`src/rtl/div_pkg.sv`:
```
// Shared types and helpers for the sequential restoring divider.
// Latency: n/a (package only).
// Backpressure: n/a (package only).
package div_pkg;

  // Controller states: load in IDLE, one restoring step per RUN cycle,
  // sign correction in FIX, result held in DONE until consumed.
  typedef enum logic [1:0] {
    IDLE = 2'd0,
    RUN  = 2'd1,
    FIX  = 2'd2,
    DONE = 2'd3
  } state_t;

  localparam int DEFAULT_WIDTH = 8;

  // Width of a counter that must be able to hold the value w.
  function automatic int cnt_width(input int w);
    return $clog2(w + 1);
  endfunction

endpackage

```
`src/rtl/div_step.sv`:
```
// One restoring-division step: shift in a dividend bit, trial-subtract, restore on borrow.
// Latency: purely combinational.
// Backpressure: none; evaluated every cycle, the caller decides when to register it.
//
// Ports:
//   rem_in   (WIDTH+1) partial remainder before this step
//   din      next dividend bit, MSB first
//   divisor  (WIDTH)   divisor magnitude
//   rem_out  (WIDTH+1) partial remainder after this step
//   q_bit    quotient bit produced by this step
module div_step #(
  parameter int WIDTH = 8
) (
  input  logic [WIDTH:0]   rem_in,
  input  logic             din,
  input  logic [WIDTH-1:0] divisor,
  output logic [WIDTH:0]   rem_out,
  output logic             q_bit
);

  logic             borrow;
  logic [WIDTH:0]   diff;

  // The shifted remainder is below 2*divisor, so its top bit is always zero
  // and the MSB of this (WIDTH+2)-bit difference is exactly the borrow.
  assign {borrow, diff} = {rem_in, din} - {2'b00, divisor};

  assign rem_out = borrow ? {rem_in[WIDTH-1:0], din} : diff;
  assign q_bit   = ~borrow;

endmodule

```
`src/rtl/seq_divider.sv`:
```
// Multi-cycle restoring divider (unsigned or two's-complement) with divide-by-zero detection.
// Latency: WIDTH+2 edges counting the acceptance edge (load, WIDTH steps, fix); 1 edge for b == 0.
// Backpressure: result held in DONE while out_ready is low; no new operands accepted until consumed.
//
// Ports:
//   clk, rst_n            clock, asynchronous active-low reset
//   in_valid / in_ready   operand handshake (in_ready only in IDLE)
//   sign_en, a, b         signed-mode select, dividend, divisor (sampled at acceptance)
//   out_valid / out_ready result handshake (out_valid only in DONE)
//   q, r, div_by_zero     registered quotient, remainder, zero-divisor flag
module seq_divider
  import div_pkg::*;
#(
  parameter int WIDTH = DEFAULT_WIDTH
) (
  input  logic             clk,
  input  logic             rst_n,
  input  logic             in_valid,
  output logic             in_ready,
  input  logic             sign_en,
  input  logic [WIDTH-1:0] a,
  input  logic [WIDTH-1:0] b,
  output logic             out_valid,
  input  logic             out_ready,
  output logic [WIDTH-1:0] q,
  output logic [WIDTH-1:0] r,
  output logic             div_by_zero
);

  localparam int CW = cnt_width(WIDTH);
  localparam logic [CW-1:0] LAST_STEP = CW'(WIDTH - 1);

  state_t           state;
  state_t           state_nxt;
  logic [CW-1:0]    cnt;
  logic [WIDTH:0]   prem;
  logic [WIDTH:0]   prem_nxt;
  // Holds the dividend magnitude; quotient bits shift in from the LSB as
  // dividend bits leave from the MSB, so after WIDTH steps it is the quotient.
  logic [WIDTH-1:0] dvd;
  logic [WIDTH-1:0] dvs;
  logic             q_neg;
  logic             r_neg;
  logic             q_bit;

  logic             b_zero;
  logic             a_neg;
  logic             b_neg;
  logic [WIDTH-1:0] a_mag;
  logic [WIDTH-1:0] b_mag;

  always_comb begin
    b_zero = (b == '0);
    a_neg  = sign_en & a[WIDTH-1];
    b_neg  = sign_en & b[WIDTH-1];
    // -(most negative) wraps to itself, which is the correct unsigned magnitude.
    a_mag  = a_neg ? -a : a;
    b_mag  = b_neg ? -b : b;
  end

  div_step #(.WIDTH(WIDTH)) u_step (
    .rem_in  (prem),
    .din     (dvd[WIDTH-1]),
    .divisor (dvs),
    .rem_out (prem_nxt),
    .q_bit   (q_bit)
  );

  // State register
  always_ff @(posedge clk or negedge rst_n) begin
    if (!rst_n) begin
      state <= IDLE;
    end else begin
      state <= state_nxt;
    end
  end

  // Next-state logic
  always_comb begin
    state_nxt = state;
    unique case (state)
      IDLE: if (in_valid) state_nxt = b_zero ? DONE : RUN;
      RUN:  if (cnt == LAST_STEP) state_nxt = FIX;
      FIX:  state_nxt = DONE;
      DONE: if (out_ready) state_nxt = IDLE;
      default: state_nxt = IDLE;
    endcase
  end

  // Handshake outputs decoded from state only
  always_comb begin
    in_ready  = (state == IDLE);
    out_valid = (state == DONE);
  end

  // Datapath
  always_ff @(posedge clk or negedge rst_n) begin
    if (!rst_n) begin
      cnt         <= '0;
      prem        <= '0;
      dvd         <= '0;
      dvs         <= '0;
      q_neg       <= 1'b0;
      r_neg       <= 1'b0;
      q           <= '0;
      r           <= '0;
      div_by_zero <= 1'b0;
    end else begin
      unique case (state)
        IDLE: begin
          if (in_valid) begin
            if (b_zero) begin
              q           <= '1;
              r           <= a;
              div_by_zero <= 1'b1;
            end else begin
              dvd   <= a_mag;
              dvs   <= b_mag;
              q_neg <= a_neg ^ b_neg;
              r_neg <= a_neg;
              cnt   <= '0;
              prem  <= '0;
            end
          end
        end
        RUN: begin
          prem <= prem_nxt;
          dvd  <= {dvd[WIDTH-2:0], q_bit};
          cnt  <= cnt + 1'b1;
        end
        FIX: begin
          // Truncation toward zero; remainder follows the dividend's sign.
          q           <= q_neg ? -dvd : dvd;
          r           <= r_neg ? -prem[WIDTH-1:0] : prem[WIDTH-1:0];
          div_by_zero <= 1'b0;
        end
        default: ;
      endcase
    end
  end

endmodule

```
`config.mk`:
```
export PLATFORM = sky130hd
export DESIGN_NAME = seq_divider
export DESIGN_NICKNAME = d
export VERILOG_FILES = /design/src/rtl/div_pkg.sv /design/src/rtl/div_step.sv /design/src/rtl/seq_divider.sv
export SDC_FILE = /design/constraint.sdc
export NUM_CORES = 1
export LEC_CHECK = 0
export BUFFER_PORTS_ARGS = -buffer_cell sky130_fd_sc_hd__buf_2
export CORE_UTILIZATION = 25
export CTS_CLUSTER_DIAMETER = 150
export DETAILED_ROUTE_END_ITERATION = 8
export PLACE_DENSITY = 0.43
export SYNTH_ARGS = -nofsm -noshare
export SYNTH_HDL_FRONTEND = slang
export SYNTH_SLANG_ARGS = --single-unit
```
`constraint.sdc`:
```
create_clock -name clk -period 2.8 [get_ports clk]
set_clock_uncertainty 0.05 [all_clocks]
set_input_delay 0.14 -clock clk [delete_from_list [all_inputs] [get_ports clk]]
set_output_delay 0.14 -clock clk [all_outputs]
set_load 0.1 [all_outputs]
```
# == Word-level counts from Yosys, hierarchy flattened ==
# Index checks and enable logic that the tools add are counted.
# word_totals
reg_bits,50
in_bits,21
output_inout_bits,19
word_cells,66
# op_classes
add_sub_neg,6
n_eq_ne,9
n_mux,28
bitwise,5
n_reduce_logical,8
# ops
operator,count
two-way mux 8 bit,10
one-hot mux 8 bit (2 select lines),3
negation 8 bit,4
two-way mux 9 bit,3
one-hot mux 9 bit (2 select lines),1
AND reduction 3 bit,4
subtractor 10 x 8 -> 10 bit,1
logical NOT 8 bit,1
two-way mux 2 bit,4
two-way mux 4 bit,2
one-hot mux 2 bit (4 select lines),1
one-hot mux 4 bit (2 select lines),1
"!= test 2 bit, second input constant",3
"adder 4 x 1 -> 4 bit, second input constant",1
"== test 2 bit, second input constant",2
"== test 4 x 3 -> 1 bit, second input constant",1
"!= test 2 x 1 -> 1 bit, second input constant",2
nonzero test 2 bit,2
AND 1 bit,2
"== test 2 x 1 -> 1 bit, second input constant",1
logical NOT 2 bit,1
two-way mux 1 bit,2
NOT 1 bit,2
one-hot mux 1 bit (2 select lines),1
bitwise XOR 1 bit,1

# == Depth between registers and ports, before layout ==
# Gate-level depths: netlist of run 1.
# logic_depth
ltp_word,5
ltp_mapped,10
ltp_nobuf,10

# == By module ==
# A second synthesis of run 1 with hierarchy kept.
# unflattened
hier_cells,393
hier_area_um2,3493.4
# by_module_without_submodules
module,instances,cells_each,area_each_um2,seq_area_each_um2
seq_divider,1,321,2927.8,1251.2
div_step,1,72,565.5,0.0

# == Worst setup path after synthesis of run 1 ==
# OpenSTA, ideal clock, no wires.
# synth_path
kind,reg-to-reg
start,register state[0]
end,register cnt[1]
setup_time_ns,0.135
t_arrival_ns,2.634
t_required_ns,2.615
setup_slack_ns,-0.019
stages_incl_launch_ff,11
n_path_buf,3
period_less_slack_ns,2.819
cell_sequence,dfrtp_1 inv_1 ha_1 buf_2 inv_1 a211oi_2 a21oi_2 buf_2 buf_2 nand2_1 o21ai_0
# synth_via
elab_chain_cells,3
word_cells_on_any_way,7
cone_classes,eq/ne: 3; mux: 1; reduce/logical: 3
# synth_lines
element,line_no,source
start: declaration,seq_divider.sv:33,state_t state;
start signal: assignment,seq_divider.sv:74,state <= state_nxt;
logical NOT 2 bit *,--,
net in_ready,seq_divider.sv:19,"output logic in_ready,"
!= test 2 bit (no line) or nonzero test 2 bit (tied branches),--,
AND reduction 3 bit (no line),--,
end signal: assignment,seq_divider.sv:129,cnt <= cnt + 1'b1;
end: declaration,seq_divider.sv:35,logic [CW-1:0] cnt;
# The timed path passes the listed nets; every way through them passes the cells marked *.
# A chain may end at the register's enable or synchronous reset.

# == Worst setup path in the final report of run 1 ==
# layout_path
start,register dvd[7]
end,register prem[8]
# layout_via
elab_chain_cells,3
# layout_lines
element,line_no,source
start: declaration,seq_divider.sv:40,logic [WIDTH-1:0] dvd;
start signal: assignment,seq_divider.sv:117,dvd <= a_mag;
start signal: assignment,seq_divider.sv:128,"dvd <= {dvd[WIDTH-2:0], q_bit};"
subtractor 10 x 8 -> 10 bit,div_step.sv:26,"assign {borrow, diff} = {rem_in, din} - {2'b00, divisor};"
two-way mux 9 bit,div_step.sv:28,"assign rem_out = borrow ? {rem_in[WIDTH-1:0], din} : diff;"
one-hot mux 9 bit (2 select lines),seq_divider.sv:109,unique case (state)
end signal: assignment,seq_divider.sv:127,prem <= prem_nxt;
end: declaration,seq_divider.sv:36,logic [WIDTH:0] prem;
# No other way between the ends.

==> results.cfg, run 1 <==
[outcome]
status = completed

[yosys]
syn_area_um2 = 3220
ys_types = 43
ys_ff_latch = 50
yosys.area.top_type = dfrtp_1
synth_edf_count = 0
ys_warn_count = 0
synth_nets = 410
synth_cells = 371
synth_area_leaders = dfrtp_1, ha_1, nand2_1, xnor2_1, mux2i_1
synth-main-ff-cell = dfrtp_1
synth.top_cells.by_count = nand2_1, dfrtp_1, o21ai_0, a21oi_1, nor2_1
yosysMostFrequentCell = nand2_1
synth.top_cell.area_share_pct = 38.8
synth.avg_cell_area_um2 = 8.68
ys_seq_area_share_pct = 38.8
async_flop_share_pct = 100

[power_and_ir_drop]
leakagePower_nw = 1.65
vdd_ir_drop_max_uv = 424
finalPower_w = 0.00484
power_density_nw_per_um2 = 1280

[detailed_routing]
drc_errors = 0
wire_per_inst_um = 13.6
wirelength_um = 7920
via_per_inst = 4.53
drt_pass1_iterations = 4
ant_nets = 0
drt_iter0_drc = 133
vias = 2634

[grt]
grt_max_degree = 37
first_global_vias = 2593
grt.total_usage_pct = 12.9
grt_pass1_wl_um = 13400
overflow = 0
antenna_found_initial = 0

[timing]
tns_ps = 0
finalCritPeriodShare_pct = 86.8
rsz0062_at_grt = no
setup_violations = 0
min_period_ps = 2430
worstMarginPinSlew_ps = 1160
finalHoldViolCount = 0
slew_violations = 0
slew_headroom_pct = 22.6
fmax_mhz = 411

[critical_path]
crit_required_ps = 2920
crit_family = compound AO/OA/AOI/OAI gates
cp-start-kind = flip-flop
r2r_slack_ps = 370
critical_path.max_fanout = 3
end_kind = flip-flop
critPathArrivalTime_ps = 2550
path_class = reg -> reg
path_cells = inv_1 > ha_1 > inv_1 > fa_1 > a21oi_1 > o21ai_0 > a21o_1 > a21oi_1 > o311a_1 > o21ai_0
critical_path_buf_inv_count = 2
cp_slowest_stage_delay_ps = 400
cp_slowest_cell = dfrtp_1

[die]
rows = 41
chipHeight_um = 116
dieArea_um2 = 13300
die-width_um = 116
initial_core_util_pct = 25.6
core_um2 = 12600
pin_count = 40

[final_layout]
seq_area_um2 = 1250
final_nets = 447
multiInputGateArea_um2 = 1810
n_fill_cell = 1356
area_delta_synth_final_pct = 17.3
layout-drive-gt1-share_pct = 15.4
diodes = 0

[place]
dpl.hpwl_um = 6140
portBuffers = 39
routabilityCongestion = 0.827

[clocking]
cts_setup_buffers = 0
clkLatencyLatePin_ps = 290
htreeDepth = 2
cts.sinks = 50
cts_tree = built
clkTransAtPathRegs_ps = 70
root_buffer = clkbuf_16
cts.path.max_buffers = 2
numCtsBuffers = 5
cts.repair.resized = 0

[job]
drv_cap = 0

[hold_path]
hp-class = in -> reg
==> layout by cell type, fill, tap and decap left out, types with 7 or more instances in the layout <==
cell type,Yosys,routed
mux2i_1,18,18
ha_1,17,16
or3_1,7,7
o21ai_0,35,35
nand3_1,7,7
nand2_1,51,51
a31oi_1,8,8
dfrtp_1,50,50
nor2_1,28,28
a21oi_1,31,31
xnor2_1,21,21
inv_1,27,27
buf_2,5,39
==> per-layer routing <==
| layer | vias to the layer above | share of wire, % | global-route usage [%] |
|---|---|---|---|
| met5 | - | 0 | 0 |
| met4 | 0 | 1.3 | 4.24 |
| met3 | 7 | 3.5 | 2.25 |
| met2 | 44 | 43 | 20.3 |
| met1 | 1224 | 52 | 17.8 |
| li1 | 1359 | - | - |
==> report_power, final <==
part | internal, W | switching [W]
combinational | 0.000936 | 0.00197
sequential | 0.00101 | 0.000273
clock | 0.000360 | 0.000289
total | 0.00230 | 0.00254
==> kinds of logic (layout without fill, tap and decap cells) <==
kind of cell	Yosys count	in the layout	synth area share, %
DFF	50	50	38.8
adders and majority gates	18	18	7.22
AOI/OAI and AO/OA	106	106	20.2
and+or+nand+nor	109	109	15.1
buffers and inverters	43	81	5.20
xor gates and xnor gates	27	27	7.92
muxes	18	18	5.59
==> worst paths after layout <==
kind	startpoint	to	cells past startpoint
worst min-delay path	b[0]	dvs[0]	3
worst max register to register	dvd[7]	prem[8]	10
worst max-delay path	dvd[7]	prem[8]	10
max in group asynchronous	rst_n	r[4]	3
worst min register to register	r[3]	r[3]	2
min in group asynchronous	rst_n	cnt[2]	2
==> final cells by class <==
cell class                 instances  share of cell area, %
clock buffer                       6                   3.68
inverter                          27                   2.68
multi-input combinational        278                   47.8
timing repair buffer              46                   6.62
sequential                        50                   33.1
tap                              172                   5.70
clock inverter                     2                  0.430
==> worst min-delay path, delay by kind of cell <==
kind	cells	cell delay, ps
buffers and inverters	2	180
AO/OA/AOI/OAI	1	80
==> state kept, by name, summed over array words and instances (netlist names) <==
signal,cells
prem,9
dvd,8
dvs,8
q,8
r,8
cnt,4
state,2
div_by_zero,1
q_neg,1
r_neg,1
==> per-stage QoR <==
step	util, %	std cells	hold WS (ps)	setup WS, ps	cell area (µm²)
global route	30.1	581	118	195	3780
global placement	28.8	572	26.1	422	3610
CTS	30.1	581	103	379	3780
finish	30.1	581	107	370	3780
detailed placement	28.8	572	35.2	407	3610
floorplan	-	371	-206	305	3220
==> timing repair <==
action / in CTS / in global routing
hold buffers: 1 / 0
endpoints found under the hold margin: 14 / 0
setup endpoints to repair: 0 / 0
(Power assumes the default switching activity.)
==> run 2: changes to the inputs <==
Settings changed: SYNTH_HIERARCHICAL from default to 1.
==> results.cfg, run 2 <==
[detailed_routing]
drt_pass1_iterations = 4
ant_nets = 0
drt_iter0_drc = 151
vias = 2927
via_per_inst = 4.81
drc_errors = 0
wire_per_inst_um = 14.9
wirelength_um = 9100

[timing]
finalHoldViolCount = 0
setup_violations = 0
slew_violations = 0
fmax_mhz = 391
finalCritPeriodShare_pct = 91.4
hold_slack_ps = 116
slew_headroom_pct = 58.6
worstMarginPinSlew_ps = 606
min_period_ps = 2560
tns_ps = 0
rsz0062_at_grt = no

[critical_path]
cp_slowest_cell = dfrtp_1
critical_path_buf_inv_count = 0
cp_slowest_stage_delay_ps = 460
critPathArrivalTime_ps = 2680
crit_family = compound AO/OA/AOI/OAI gates
cp-start-kind = flip-flop
path_class = reg -> reg
path_cells = ha_1 > nor2_1 > a211oi_4 > o211a_1 > a211o_1 > mux2_4 > o211ai_1 > o21ai_0
crit_required_ps = 2920
end_kind = flip-flop
critical_path.max_fanout = 8
r2r_cells = 8
crit_cells = 8

[yosys]
synth_nets = 432
ys_warn_count = 6
ys_seq_area_share_pct = 35.8
yosys.area.top_type = dfrtp_1
synthAdderAreaFrac_pct = 6.66
synth-simple-area-share_pct = 19.1
synth_compound_area_share_pct = 20.9
synth_cells = 393
synthXorXnorAreaFrac_pct = 5.52
synth_edf_count = 0
async_flop_share_pct = 100
synth_top_family_by_area = compound AO/OA/AOI/OAI gates
synth.avg_cell_area_um2 = 8.89
ys_ff_latch = 50
synth-main-ff-cell = dfrtp_1
syn_area_um2 = 3490
synth.top_cells.by_count = dfrtp_1, o21ai_0, nand2_1, inv_1, nor2_1
muxShareOfSynthArea_pct = 6.27
ys_types = 70
yosysMostFrequentCell = dfrtp_1
synth_area_leaders = dfrtp_1, ha_1, o21ai_0, nand2_1, mux2i_1
synth.top_cell.area_share_pct = 35.8

[clocking]
cts.path.max_buffers = 2
cts_tree = built
root_buffer = clkbuf_16
htreeDepth = 2
cts.sinks = 50
clkLatencyLatePin_ps = 290
clkTransAtPathRegs_ps = 70
numCtsBuffers = 5
cts.repair.resized = 0

[power_and_ir_drop]
power_density_nw_per_um2 = 1360
leakagePower_nw = 1.80
finalPower_w = 0.00550
vdd_ir_drop_max_uv = 283

[die]
chipHeight_um = 120
pin_count = 40
initial_core_util_pct = 26.0
dieArea_um2 = 14500
rows = 42
core_um2 = 13500
die-width_um = 120

[final_layout]
mostFrequentLayoutCells = dfrtp_1, o21ai_0, nand2_1, buf_2
layout-drive-gt1-share_pct = 18.2
final_nets = 471
largest_reg_flops = 9
top_register = prem
area_delta_synth_final_pct = 16.0
diodes = 0
final_common_cell = dfrtp_1
final_cells = 609

[place]
routabilityCongestion = 0.770
dp_cells = 600
portBuffers = 39
dpl.hpwl_um = 6950

[grt]
grt.total_usage_pct = 13.2
grt_max_degree = 36
grt_pass1_wl_um = 15000
antenna_found_initial = 0
overflow = 0
first_global_vias = 2803

[job]
drv_cap = 0

[hold_path]
min_delay_path_depth = 3
hp-class = in -> reg

[outcome]
status = completed
## run 2: power by group
group	total [W]	internal [W]	switching (W)
Combinational	0.00355	0.00121	0.00234
Sequential	0.00133	0.00103	0.000306
Clock	0.000622	0.000355	0.000266
## run 2: path summary, 6_finish.rpt
path / start / end / slack, ps
max: prem[1] / prem[6] / 240
min: b[7] / dvs[7] / 120
max reg2reg: prem[1] / prem[6] / 240
min reg2reg: r[3] / r[3] / 430
max in group asynchronous: rst_n / state[0] / 1620
min in group asynchronous: rst_n / q[5] / 270
## run 2: repair_timing
action	CTS	global route
endpoints found under the hold margin	15	0
setup buffers	0	0
hold buffers	1	0
## run 2: area by class of cell
| type | count | area [µm²] |
|---|---|---|
| Fill cell | 1454 | 9400 |
| Multi-Input combinational cell | 296 | 2040 |
| Sequential cell | 50 | 1250 |
| Timing Repair Buffer | 50 | 280 |
| Tap cell | 176 | 220 |
| Clock buffer | 7 | 143 |
| Inverter | 29 | 109 |
| Clock inverter | 1 | 5.00 |
## run 2: through the flow
step / cell area [µm²] / utilization (%) / setup slack (ps)
after global placement: 3890 / 28.9 / 281
final: 4050 / 30.1 / 240
after CTS: 4050 / 30.1 / 231
after floorplan: 3490 / - / 266
after global routing: 4050 / 30.1 / 56.5
after detailed placement: 3890 / 28.9 / 237
## run 2: logic make-up after synthesis
family | after synthesis
buffers and inverters | 47
adders and majority gates | 18
DFF | 50
muxes | 19
xor gates and xnor gates | 22
and+or+nand+nor | 131
AOI/OAI and AO/OA | 106
## run 2: worst min-delay path, cell delays in order
cell,delay (ps)
buf_2,150
nand3_1,80
nand2_1,40
## run 2: layer usage
layer  global-route usage (%)  up-vias  part of all wire, %
met5                        0        -                    0
met1                     19.5     1377                   53
li1                         -     1487                    -
met4                     3.63        0                  1.3
met3                     1.79        8                  2.7
met2                     20.1       55                   43
==> run 3: changes to the inputs <==
Settings changed: CORE_UTILIZATION 25 to 36, PLACE_DENSITY 0.43 to 0.56.
==> results.cfg, run 3 (synthesized netlist as in run 2, its figures left out) <==
[outcome]
status = completed

[place]
place_ws_ps = 279
dpl.hpwl_um = 6430
dp_cells = 555
routabilityCongestion = 0.875
portBuffers = 39

[clocking]
cts_tree = built
cts.path.max_buffers = 2
numCtsBuffers = 5
htreeDepth = 2
root_buffer = clkbuf_8
cts.sinks = 50
cts_setup_buffers = 0
clkLatencyLatePin_ps = 310
clkTransAtPathRegs_ps = 100

[grt]
grt.total_usage_pct = 17.3
antenna_found_initial = 0
first_global_vias = 2811
grt_max_degree = 43
overflow = 0
grt_pass1_wl_um = 13800

[detailed_routing]
vias = 2948
wire_per_inst_um = 14.6
drt_iter0_drc = 185
ant_nets = 0
via_per_inst = 5.23
drc_errors = 0
drt_pass1_iterations = 4
wirelength_um = 8260

[timing]
slew_violations = 0
finalHoldViolCount = 0
rsz0062_at_grt = no
fmax_mhz = 394
worst_slack_ps = 265
setup_violations = 0
finalCritPeriodShare_pct = 90.5
worstMarginPinSlew_ps = 587
min_period_ps = 2540
tns_ps = 0
slew_headroom_pct = 60.8

[final_layout]
final_nets = 473
mostFrequentLayoutCells = dfrtp_1, o21ai_0, nand2_1, buf_2
diodes = 0
layout-drive-gt1-share_pct = 18.9
n_fill_cell = 963
largest_reg_flops = 9
final_cells = 564
top_register = prem
final_common_cell = dfrtp_1
area_delta_synth_final_pct = 13.8

[critical_path]
path_class = reg -> reg
cp_slowest_stage_delay_ps = 470
cp-start-kind = flip-flop
end_kind = flip-flop
path_cells = ha_1 > nor2_1 > a211oi_4 > o211a_1 > a211o_1 > mux2_4 > o211ai_1 > o21ai_0
cp_slowest_cell = dfrtp_1
critical_path.max_fanout = 8
crit_required_ps = 2940
critPathArrivalTime_ps = 2680

[hold_path]
hp-class = in -> reg

[die]
dieArea_um2 = 10100
core_um2 = 9330
rows = 35
die-width_um = 101
initial_core_util_pct = 37.5
pin_count = 40
chipHeight_um = 101

[job]
drv_cap = 0
==> run 3: changes by cell type in the layout (fill, tap and decap cells not counted) <==
cell       delta
clkbuf_1      -1
buf_4         +2
bufinv_16     +1
clkbuf_8      +4
clkinv_2      -1
clkbuf_16     -5
inv_6         +2
==> run 3: worst max-delay path: cells and delay by family (launching register included) <==
family / cells / cell delay (ps)
AO/OA/AOI/OAI: 5 / 940
adder cells (fa/ha/maj): 1 / 370
flip-flops: 1 / 470
multiplexers: 1 / 350
AND/OR/NAND/NOR: 1 / 250
==> run 3: final cells by class <==
cell class | count | area [µm²] | share of cell area [%]
Sequential cell | 50 | 1250 | 31.5
Clock inverter | 3 | 47.5 | 1.20
Inverter | 29 | 109 | 2.74
Clock buffer | 5 | 68.8 | 1.73
Timing Repair Buffer | 52 | 295 | 7.43
Tap cell | 129 | 161 | 4.06
Multi-Input combinational cell | 296 | 2040 | 51.4
==> run 3: metal layers <==
metal  part of all wire [%]  GRT usage, %  wire (µm)
met3                    3.9          2.70        326
met2                     44          27.5       3630
met4                   0.79          3.68         65
met1                     51          24.9       4240
met5                      0             0          0
==> run 3: worst paths after layout <==
kind                          from  depth (start not counted)  endpoint  slack [ps]
setup / recovery           prem[1]                          8   prem[6]         260
hold / removal                b[0]                          3    dvs[0]          70
setup reg to reg           prem[1]                          8   prem[6]         260
hold reg to reg               r[0]                          2      r[0]         430
max in group asynchronous    rst_n                          3    dvs[5]        1750
min in group asynchronous    rst_n                          2      r[6]         160
==> run 3: what timing repair did <==
item | in CTS | in global routing
hold endpoints to repair | 8 | 0
gates resized for setup | 0 | 0
hold buffers | 1 | 0
==> run 3: per-stage QoR <==
step	utilization [%]	instance area (µm²)	hold slack [ps]
6_report	42.6	3980	74.0
3_3_place_gp	41.3	3850	-42.9
5_1_grt	42.6	3980	85.8
4_1_cts	42.6	3980	75.6
2_1_floorplan	-	3490	-206
3_5_place_dp	41.3	3850	-40.9
Power of run 3 is left out: the tool's default activity adds up to more than one toggle a clock period on the data nets, which glitch-free logic cannot reach.
